$ cat src/rtl/loader_pkg.sv
// Shared types and constants for the debug program loader: FSM state encoding
// and the host byte-stream framing constants.
package loader_pkg;

  typedef enum logic [2:0] {
    IDLE,
    LEN_LO,
    LEN_HI,
    COLLECT,
    SETUP,
    STROBE,
    HOLD,
    DONE
  } loader_state_t;

  localparam int BYTES_PER_INSTR = 4;
  localparam int COUNT_WIDTH     = 16;
  localparam int INSTR_BITS      = 8 * BYTES_PER_INSTR;
  localparam int BYTE_IDX_W      = $clog2(BYTES_PER_INSTR);

  // States in which the loader is willing to take a host byte.
  function automatic logic accepts_bytes(input loader_state_t s);
    return (s == LEN_LO) || (s == LEN_HI) || (s == COLLECT);
  endfunction

endpackage

$ cat src/rtl/byte_assembler.sv
// Collects host bytes into one little-endian instruction word; word_valid
// fires combinationally on the cycle the final byte is accepted.
module byte_assembler
  import loader_pkg::*;
(
  input  logic                  clk,
  input  logic                  rst,
  input  logic                  clear,
  input  logic                  in_valid,
  input  logic [7:0]            in_byte,
  output logic                  word_valid,
  output logic [INSTR_BITS-1:0] word
);

  localparam logic [BYTE_IDX_W-1:0] LAST_IDX = BYTE_IDX_W'(BYTES_PER_INSTR - 1);

  logic [BYTE_IDX_W-1:0] byte_idx_q, byte_idx_d;
  logic [INSTR_BITS-1:0] shift_q, shift_d;

  // Byte k of the word lands in lane k, so the completed word is the next-state value.
  for (genvar gi = 0; gi < BYTES_PER_INSTR; gi++) begin : g_lane
    assign shift_d[8*gi +: 8] = (in_valid && (byte_idx_q == BYTE_IDX_W'(gi)))
                                ? in_byte : shift_q[8*gi +: 8];
  end

  always_comb begin
    byte_idx_d = byte_idx_q;
    if (clear) begin
      byte_idx_d = '0;
    end else if (in_valid) begin
      byte_idx_d = (byte_idx_q == LAST_IDX) ? '0 : byte_idx_q + BYTE_IDX_W'(1);
    end
  end

  assign word_valid = in_valid && (byte_idx_q == LAST_IDX);
  assign word       = shift_d;

  always_ff @(posedge clk or negedge rst) begin
    if (!rst) begin
      byte_idx_q <= '0;
      shift_q    <= '0;
    end else begin
      byte_idx_q <= byte_idx_d;
      shift_q    <= shift_d;
    end
  end

endmodule

$ cat src/rtl/debug_program_loader.sv
// Boot-time loader: turns a host byte stream (count + instructions) into timed
// writes on cpuCore's debug instruction port, holding the core in reset meanwhile.
module debug_program_loader
  import loader_pkg::*;
#(
  parameter int XLEN               = 64,
  parameter int INSTRUCTION_LENGTH = XLEN / 2,
  parameter int SETUP_CYCLES       = 2,
  parameter int STROBE_CYCLES      = 1,
  parameter int HOLD_CYCLES        = 1
) (
  input  logic                          clk,
  input  logic                          rst,
  input  logic                          load_start,
  input  logic                          byte_valid,
  input  logic [7:0]                    byte_data,
  output logic                          byte_ready,
  output logic                          dbg_wr_en,
  output logic [XLEN-1:0]               dbg_addr,
  output logic [INSTRUCTION_LENGTH-1:0] dbg_instr,
  output logic                          core_rst,
  output logic                          busy,
  output logic                          done
);

  localparam int TIMER_W = 8;
  localparam logic [TIMER_W-1:0] SETUP_LAST  = TIMER_W'(SETUP_CYCLES - 1);
  localparam logic [TIMER_W-1:0] STROBE_LAST = TIMER_W'(STROBE_CYCLES - 1);
  localparam logic [TIMER_W-1:0] HOLD_LAST   = TIMER_W'(HOLD_CYCLES - 1);

  loader_state_t                 state_q, state_d;
  logic [TIMER_W-1:0]            timer_q, timer_d;
  logic [COUNT_WIDTH-1:0]        remaining_q, remaining_d;
  logic [XLEN-1:0]               addr_q, addr_d;
  logic [INSTRUCTION_LENGTH-1:0] instr_q, instr_d;
  logic                          byte_ready_q, byte_ready_d;
  logic                          wr_en_q, wr_en_d;
  logic                          core_rst_q, core_rst_d;
  logic                          busy_q, busy_d;
  logic                          done_q, done_d;

  logic                          byte_fire;
  logic                          asm_in_valid;
  logic                          asm_clear;
  logic                          asm_word_valid;
  logic [INSTR_BITS-1:0]         asm_word;

  assign byte_fire    = byte_valid && byte_ready_q;
  assign asm_in_valid = byte_fire && (state_q == COLLECT);
  // Every session passes LEN_HI, so the byte lane index always starts fresh.
  assign asm_clear    = (state_q == LEN_HI);

  byte_assembler u_byte_assembler (
    .clk        (clk),
    .rst        (rst),
    .clear      (asm_clear),
    .in_valid   (asm_in_valid),
    .in_byte    (byte_data),
    .word_valid (asm_word_valid),
    .word       (asm_word)
  );

  always_comb begin
    state_d     = state_q;
    timer_d     = timer_q;
    remaining_d = remaining_q;
    addr_d      = addr_q;
    instr_d     = instr_q;

    unique case (state_q)
      IDLE, DONE: begin
        if (load_start) begin
          state_d     = LEN_LO;
          addr_d      = '0;
          remaining_d = '0;
        end
      end
      LEN_LO: begin
        if (byte_fire) begin
          remaining_d[7:0] = byte_data;
          state_d          = LEN_HI;
        end
      end
      LEN_HI: begin
        if (byte_fire) begin
          remaining_d[COUNT_WIDTH-1:8] = byte_data;
          state_d = ({byte_data, remaining_q[7:0]} == '0) ? DONE : COLLECT;
        end
      end
      COLLECT: begin
        if (asm_word_valid) begin
          instr_d = INSTRUCTION_LENGTH'(asm_word);
          timer_d = '0;
          state_d = SETUP;
        end
      end
      SETUP: begin
        if (timer_q == SETUP_LAST) begin
          timer_d = '0;
          state_d = STROBE;
        end else begin
          timer_d = timer_q + TIMER_W'(1);
        end
      end
      STROBE: begin
        if (timer_q == STROBE_LAST) begin
          timer_d = '0;
          state_d = HOLD;
        end else begin
          timer_d = timer_q + TIMER_W'(1);
        end
      end
      HOLD: begin
        if (timer_q == HOLD_LAST) begin
          timer_d = '0;
          if (remaining_q == COUNT_WIDTH'(1)) begin
            state_d = DONE;
          end else begin
            addr_d      = addr_q + XLEN'(1);
            remaining_d = remaining_q - COUNT_WIDTH'(1);
            state_d     = COLLECT;
          end
        end else begin
          timer_d = timer_q + TIMER_W'(1);
        end
      end
      default: state_d = IDLE;
    endcase

    // Outputs are decoded from the next state so they are registered yet aligned with state_q.
    byte_ready_d = accepts_bytes(state_d);
    wr_en_d      = (state_d == STROBE);
    core_rst_d   = (state_d != DONE);
    busy_d       = (state_d != IDLE) && (state_d != DONE);
    done_d       = (state_d == DONE);
  end

  always_ff @(posedge clk or negedge rst) begin
    if (!rst) begin
      state_q      <= IDLE;
      timer_q      <= '0;
      remaining_q  <= '0;
      addr_q       <= '0;
      instr_q      <= '0;
      byte_ready_q <= 1'b0;
      wr_en_q      <= 1'b0;
      core_rst_q   <= 1'b1;
      busy_q       <= 1'b0;
      done_q       <= 1'b0;
    end else begin
      state_q      <= state_d;
      timer_q      <= timer_d;
      remaining_q  <= remaining_d;
      addr_q       <= addr_d;
      instr_q      <= instr_d;
      byte_ready_q <= byte_ready_d;
      wr_en_q      <= wr_en_d;
      core_rst_q   <= core_rst_d;
      busy_q       <= busy_d;
      done_q       <= done_d;
    end
  end

  assign byte_ready = byte_ready_q;
  assign dbg_wr_en  = wr_en_q;
  assign dbg_addr   = addr_q;
  assign dbg_instr  = instr_q;
  assign core_rst   = core_rst_q;
  assign busy       = busy_q;
  assign done       = done_q;

endmodule

$ cat config.mk
export PLATFORM = sky130hd
export DESIGN_NAME = debug_program_loader
export DESIGN_NICKNAME = d
export VERILOG_FILES = /design/src/rtl/loader_pkg.sv /design/src/rtl/byte_assembler.sv /design/src/rtl/debug_program_loader.sv
export SDC_FILE = /design/constraint.sdc
export NUM_CORES = 1
export LEC_CHECK = 0
export BUFFER_PORTS_ARGS = -buffer_cell sky130_fd_sc_hd__buf_2
export CAP_MARGIN = 40
export CORE_ASPECT_RATIO = 0.5
export CORE_UTILIZATION = 55
export CTS_CLUSTER_SIZE = 14
export DETAILED_ROUTE_END_ITERATION = 10
export HOLD_SLACK_MARGIN = 0.08
export PLACE_DENSITY = 0.77
export SLEW_MARGIN = 5
export SYNTH_ARGS = -nofsm -noshare
export SYNTH_HDL_FRONTEND = slang
export SYNTH_HIERARCHICAL = 1
export SYNTH_SLANG_ARGS = --single-unit
export TNS_END_PERCENT = 1
$ cat constraint.sdc
create_clock -name clk -period 7.4 [get_ports clk]
set_clock_uncertainty 0.05 [all_clocks]
set_input_delay 0.74 -clock clk [delete_from_list [all_inputs] [get_ports clk]]
set_output_delay 0.74 -clock clk [all_outputs]
set_load 0.02 [all_outputs]
==> results of run 1 <==
[registers in the layout (all words and copies together), names as in the netlist]
name and flops:
timer_q 8, dbg_addr 64, state_q 3, u_byte_assembler/shift_q 32, byte_ready 1, busy 1
u_byte_assembler/byte_idx_q 2, remaining_q 16, dbg_wr_en 1, core_rst 1, done 1, dbg_instr 32
[metal layers]
layer	share of wire [%]	routed length, um	up-vias	track usage, %
met5	0	0	-	0
met4	1.7	320	0	9.011
met3	5.4	1049	32	5.729
met2	48	9214	215	43.56
met1	45	8733	3150	34.57
li1	-	-	2951	-
[worst paths after layout]
check,startpoint,to,slack (ps),cells after the start
max,state_q[1],dbg_wr_en,4250,9
min,rst,dbg_instr[22],300,1
max reg2reg,state_q[1],dbg_wr_en,4250,9
min reg2reg,timer_q[7],timer_q[7],440,1
max in group asynchronous,rst,dbg_addr[43],5790,3
min in group clk,timer_q[7],timer_q[7],440,1
[cells in the final DEF, fill, tap and decap left out, types with 4 or more instances in the layout]
master,synthesis,routed
a21oi_1,23,23
a22oi_1,12,12
and2_1,5,5
and3_1,15,15
buf_2,6,111
bufinv_16,0,4
clkbuf_16,0,17
dfrtp_1,161,161
ha_1,11,11
inv_1,18,18
mux2_2,33,33
mux2_4,32,32
nand2_1,37,37
nand2_8,4,4
nand3_1,36,36
nand4_1,25,25
nor2_1,81,81
nor3_1,29,29
nor4_1,27,27
o21ai_0,44,44
o31ai_1,5,5
or3_1,7,7
or4_1,5,5
xnor2_1,38,38
xor2_1,18,18
[through the flow]
step	area (um2)	total power, mW	setup slack, ps
after global placement	8836	1.853	4312
after global routing	9517	2.980	3995
after CTS	9517	2.849	4227
after detailed placement	8895	1.899	4186
after floorplan	8124	1.705	4999
final	9517	2.851	4249
[cell families after synthesis]
kind of cell             share of synthesized area [%]
AO/OA/AOI/OAI                                    8.456
XOR/XNOR                                         6.037
adder cells (fa/ha/maj)                          1.694
buffers and inverters                            2.402
flip-flops                                       49.92
multiplexers                                     10.61
AND/OR/NAND/NOR                                  20.88
[report_power, final]
part	switching [mW]	internal (mW)
registers	0.120	1.04
clock network	0.373	0.573
logic	0.445	0.304
total	0.938	1.91
[final cells by class]
cell class              count  area [um2]
clock buffers              18       439.2
clock inverters            12       182.7
fillers                  1079        4447
inverters                  18       67.56
multi-input cells         546        3884
flip-flops and latches    162        4055
well taps                 192       240.2
repair buffers            118       648.1
==> impl_metrics.json, run 1 <==
{
  "synth_area_um2": 8124,
  "arrival_ps": 3460,
  "drc": 0,
  "ir_worst_vdd_mv": 0.2039,
  "area_growth_pct": 17.14,
  "grt_pass1_vias": 6254,
  "fp.dieW_um": 173.9,
  "fin_crit_sh_pct": 42.58,
  "synth_top_cells_by_count": "dfrtp_1, nor2_1, o21ai_0",
  "grt_start_max_net_pins": 84,
  "ys_seq_area_share_pct": 49.92,
  "gp_congestion": 0.8662,
  "synth_ff_type": "dfrtp_1",
  "clk-insertion-delay-late_ps": 430,
  "gr-total-overflow": 0,
  "path_buf_inv": 1,
  "port_buffers": 112,
  "ys_ff_latch": 162,
  "slew_headroom_pct": 31.15,
  "cts-root-buf": "clkbuf_16",
  "setup_viol": 0,
  "drt_iter0_markers": 556,
  "wl_per_cell_um": 18.12,
  "tightest_slew_ps": 1033,
  "synth_top_area_share_pct": 49.59,
  "postCtsHoldBufs": 0,
  "path_common_cell": "nor2b_1",
  "start_util_pct": 58.18,
  "drive_gt1_share_pct": 27.12,
  "ant_nets": 0,
  "totalWireLength_um": 19320,
  "vias": 6348,
  "syn_inst": 756,
  "synthArstFlopShare_pct": 100.0,
  "final_nets": 886,
  "avgViaCountPerCell": 5.955,
  "antenna_found_initial": 0,
  "cts_max_level": 4,
  "cts_made_buffers": 17,
  "cp_cell_sequence": "nor2b_1 -> and4_1 -> nand2_8 -> inv_1 -> a21oi_1 -> nor2b_1 -> a2111oi_0 -> nor3_1 -> and3_1",
  "rsz0062_at_grt": "false",
  "cts_tree": "built",
  "cpMaxStageDelayCell": "and4_1",
  "finalNonFillerCells": 1066,
  "grt_pass1_wl_um": 31400,
  "end_kind": "flip-flop",
  "avgSynthCellArea_um2": 10.75,
  "final_max_slew_viol_count": 0,
  "cp_data_required_time_ps": 7710,
  "clk_pin_slew_ps": 70,
  "p_leak_nw": 4.567,
  "ys_warn_count": 6,
  "core_area_um2": 13960,
  "ioPinCount": 113,
  "final_util_pct": 68.15,
  "path_class": "flip-flop to flip-flop",
  "timing.fmax_mhz": 317.3,
  "cap_violations": 0,
  "hpwl_um": 12660,
  "die_y_um": 87.94,
  "hold_violations": 0,
  "p_per_area_nw_per_um2": 299.5,
  "critPathMaxStageDelay_ps": 790,
  "place_inst": 1036,
  "crit_family": "simple AND/OR/NAND/NOR gates",
  "die_area_um2": 15290,
  "cts_num_sinks": 162,
  "status": "complete, no violations",
  "clockBufferDepth": 2,
  "hold_class": "primary input to async pin",
  "period_minus_slack_ps": 3151,
  "synth_top_area_cell": "dfrtp_1",
  "synth_nets": 779,
  "rows": 30,
  "synth_area_leaders": "dfrtp_1, mux2_4, mux2_2",
  "synth-edff-count": 0,
  "yosysUniqueCellTypes": 67,
  "synth.most_common_cell": "dfrtp_1",
  "antenna_cells": 0,
  "finalSetupTns_ps": 0,
  "fin_worst_hold_slack_ps": 303.8,
  "cp_max_fo": 16,
  "postCtsSetupRepairBufs": 0,
  "dr.pass1.iters": 6,
  "ctsResizeCount": 0,
  "grt_usage_pct": 26.18,
  "cp-start-kind": "flip-flop"
}
Note: power is estimated with default switching activity, not from simulation.
==> run 2, diff against run 1 <==
ABC_AREA = 1   (was unset)
PLACE_DENSITY = 0.76   (was 0.77)
clock period = 3 ns   (was 7.4 ns; I/O delays follow)
==> impl_metrics.json, run 2 <==
{
  "clockBufferDepth": 2,
  "yosysUniqueCellTypes": 34,
  "drc": 0,
  "ys_warn_count": 6,
  "timing.fmax_mhz": 437.5,
  "tightest_slew_ps": 781.4,
  "period_minus_slack_ps": 2286,
  "final_max_slew_viol_count": 0,
  "die_y_um": 95.76,
  "area_growth_pct": 13.70,
  "vias": 9710,
  "grt_usage_pct": 32.68,
  "fin_ws_ps": 714.3,
  "synth_area_um2": 9671,
  "synth_top_cells_by_count": "nand2_1, nor2_1, dfrtp_1, inv_1, nand3_1",
  "postCtsHoldBufs": 1,
  "wl_per_cell_um": 16.30,
  "rsz0062_at_grt": "false",
  "synthArstFlopShare_pct": 100.0,
  "cp-start-kind": "flip-flop",
  "hold_class": "primary input to flip-flop",
  "p_leak_nw": 5.765,
  "synth_nets": 1416,
  "ys_seq_area_share_pct": 41.93,
  "clk_pin_slew_ps": 70,
  "finalNonFillerCells": 1737,
  "cts-root-buf": "clkbuf_16",
  "cts_tree": "built",
  "postCtsSetupRepairBufs": 0,
  "dpl_cell_area_um2": 10390,
  "synth-edff-count": 0,
  "core_area_um2": 16760,
  "gr-total-overflow": 0,
  "cap_violations": 0,
  "ctsResizeCount": 0,
  "fin_crit_sh_pct": 76.19,
  "cts_max_level": 4,
  "fp.dieW_um": 189.5,
  "antenna_cells": 0,
  "post-place-ws_ps": 753.8,
  "final_common_cell": "nand2_1",
  "syn_inst": 1393,
  "avgSynthCellArea_um2": 6.942,
  "setup_viol": 0,
  "start_util_pct": 57.69,
  "grt_pass1_vias": 8987,
  "largest_reg_flops": 64,
  "end_kind": "flip-flop",
  "p_per_area_nw_per_um2": 673.7,
  "grt_pass1_wl_um": 45620,
  "status": "complete, no violations",
  "synth_area_leaders": "dfrtp_1, nand2_1, nor2_1",
  "path_class": "flip-flop to flip-flop",
  "drive_gt1_share_pct": 13.64,
  "die_area_um2": 18150,
  "hpwl_um": 20680,
  "antenna_found_initial": 0,
  "place_inst": 1704,
  "cp_max_fo": 13,
  "dr.pass1.iters": 8,
  "grt_start_max_net_pins": 68,
  "cts_made_buffers": 17,
  "port_buffers": 112,
  "synth_ff_type": "dfrtp_1",
  "mostFrequentLayoutCells": "nand2_1, nor2_1, inv_1, dfrtp_1, nand3_1",
  "fin_worst_hold_slack_ps": 160.7,
  "ys_ff_latch": 162,
  "cts_num_sinks": 162,
  "finalPower_mw": 7.407,
  "ioPinCount": 113,
  "hold_violations": 0,
  "synth_top_area_cell": "dfrtp_1",
  "ir_worst_vdd_mv": 0.4737,
  "ff_latch_area_um2": 4055,
  "avgViaCountPerCell": 5.590,
  "fillers": 1534,
  "drt_iter0_markers": 805,
  "arrival_ps": 2570,
  "ant_nets": 0,
  "gp_congestion": 0.9957,
  "final_nets": 1520,
  "final_util_pct": 65.59,
  "synth.most_common_cell": "nand2_1",
  "totalWireLength_um": 28310,
  "multi_input_area_um2": 4780,
  "synth_top_area_share_pct": 41.66,
  "slew_headroom_pct": 47.63,
  "finalSetupTns_ps": 0,
  "cp_data_required_time_ps": 3280,
  "final_cell_area_um2": 11000,
  "rows": 33,
  "clk-insertion-delay-late_ps": 440
}
[run 2: cell types whose count changed in the layout (fill, tap and decap cells not counted), moves of 15 or more]
cell     previous run  this run
nand2_1            37       469
inv_1              18       161
nor2_1             81       192
nand3_1            36       125
xnor2_1            38         0
mux2_4             32         0
nand4_1            25        56
nor4_1             27         0
nor3_1             29         8
o21ai_0            44        62
xor2_1             18         2
and3_1             15         0
[run 2: metal layers]
layer | share of wire, % | wire (um) | global-route usage, % | up-vias
met5 | 0 | 0 | 0 | -
met4 | 2.1 | 604 | 11.22 | 0
met3 | 8.0 | 2274 | 7.583 | 45
met2 | 46 | 12890 | 54.40 | 423
met1 | 44 | 12550 | 42.45 | 4567
li1 | - | - | - | 4675
[run 2: path summary, 6_finish.rpt]
kind	start	endpoint	slack [ps]	depth (start not counted)
max in group asynchronous	rst	dbg_addr[24]	1670	3
min in group asynchronous	rst	dbg_addr[50]	380	2
setup / recovery	timer_q[0]	remaining_q[13]	710	11
hold / removal	byte_data[4]	u_byte_assembler/shift_q[28]	160	3
hold reg to reg	u_byte_assembler/shift_q[30]	u_byte_assembler/shift_q[30]	420	2
setup reg to reg	timer_q[0]	remaining_q[13]	710	11
[run 2: area by class of cell]
class | instances | area share, %
clock buffers | 17 | 3.869
clock inverters | 15 | 1.513
inverters | 164 | 5.599
multi-input cells | 1030 | 43.47
flip-flops and latches | 162 | 36.88
well taps | 227 | 2.583
repair buffers | 122 | 6.088
[run 2: critical path, stage by stage, from the launching register on]
cell and delay [ps]:
dfrtp_1 420, inv_1 100, ha_1 150, nand2_1 70
nor2_2 160, inv_1 80, nand2_1 70, nand2_2 110
nor3_2 610, inv_1 210, nand2_1 110, nand2_1 50
[run 2: kinds of logic (layout without fill, tap and decap cells)]
| kind of cell | after synthesis | count (layout) | synth area share, % |
|---|---|---|---|
| mux | 32 | 32 | 3.726 |
| fa+ha+maj | 11 | 11 | 1.423 |
| xor+xnor | 2 | 2 | 0.1812 |
| simple gates | 869 | 869 | 37.57 |
| flops | 162 | 162 | 41.93 |
| compound gates | 116 | 116 | 6.469 |
| buf+inv | 201 | 318 | 8.694 |
[run 2: power by group]
group          internal [mW]  total [mW]  switching [mW]
Combinational          0.651        2.51            1.86
Sequential              2.48        2.71           0.222
Clock                   1.12        2.19            1.07
Total                   4.25        7.41            3.16
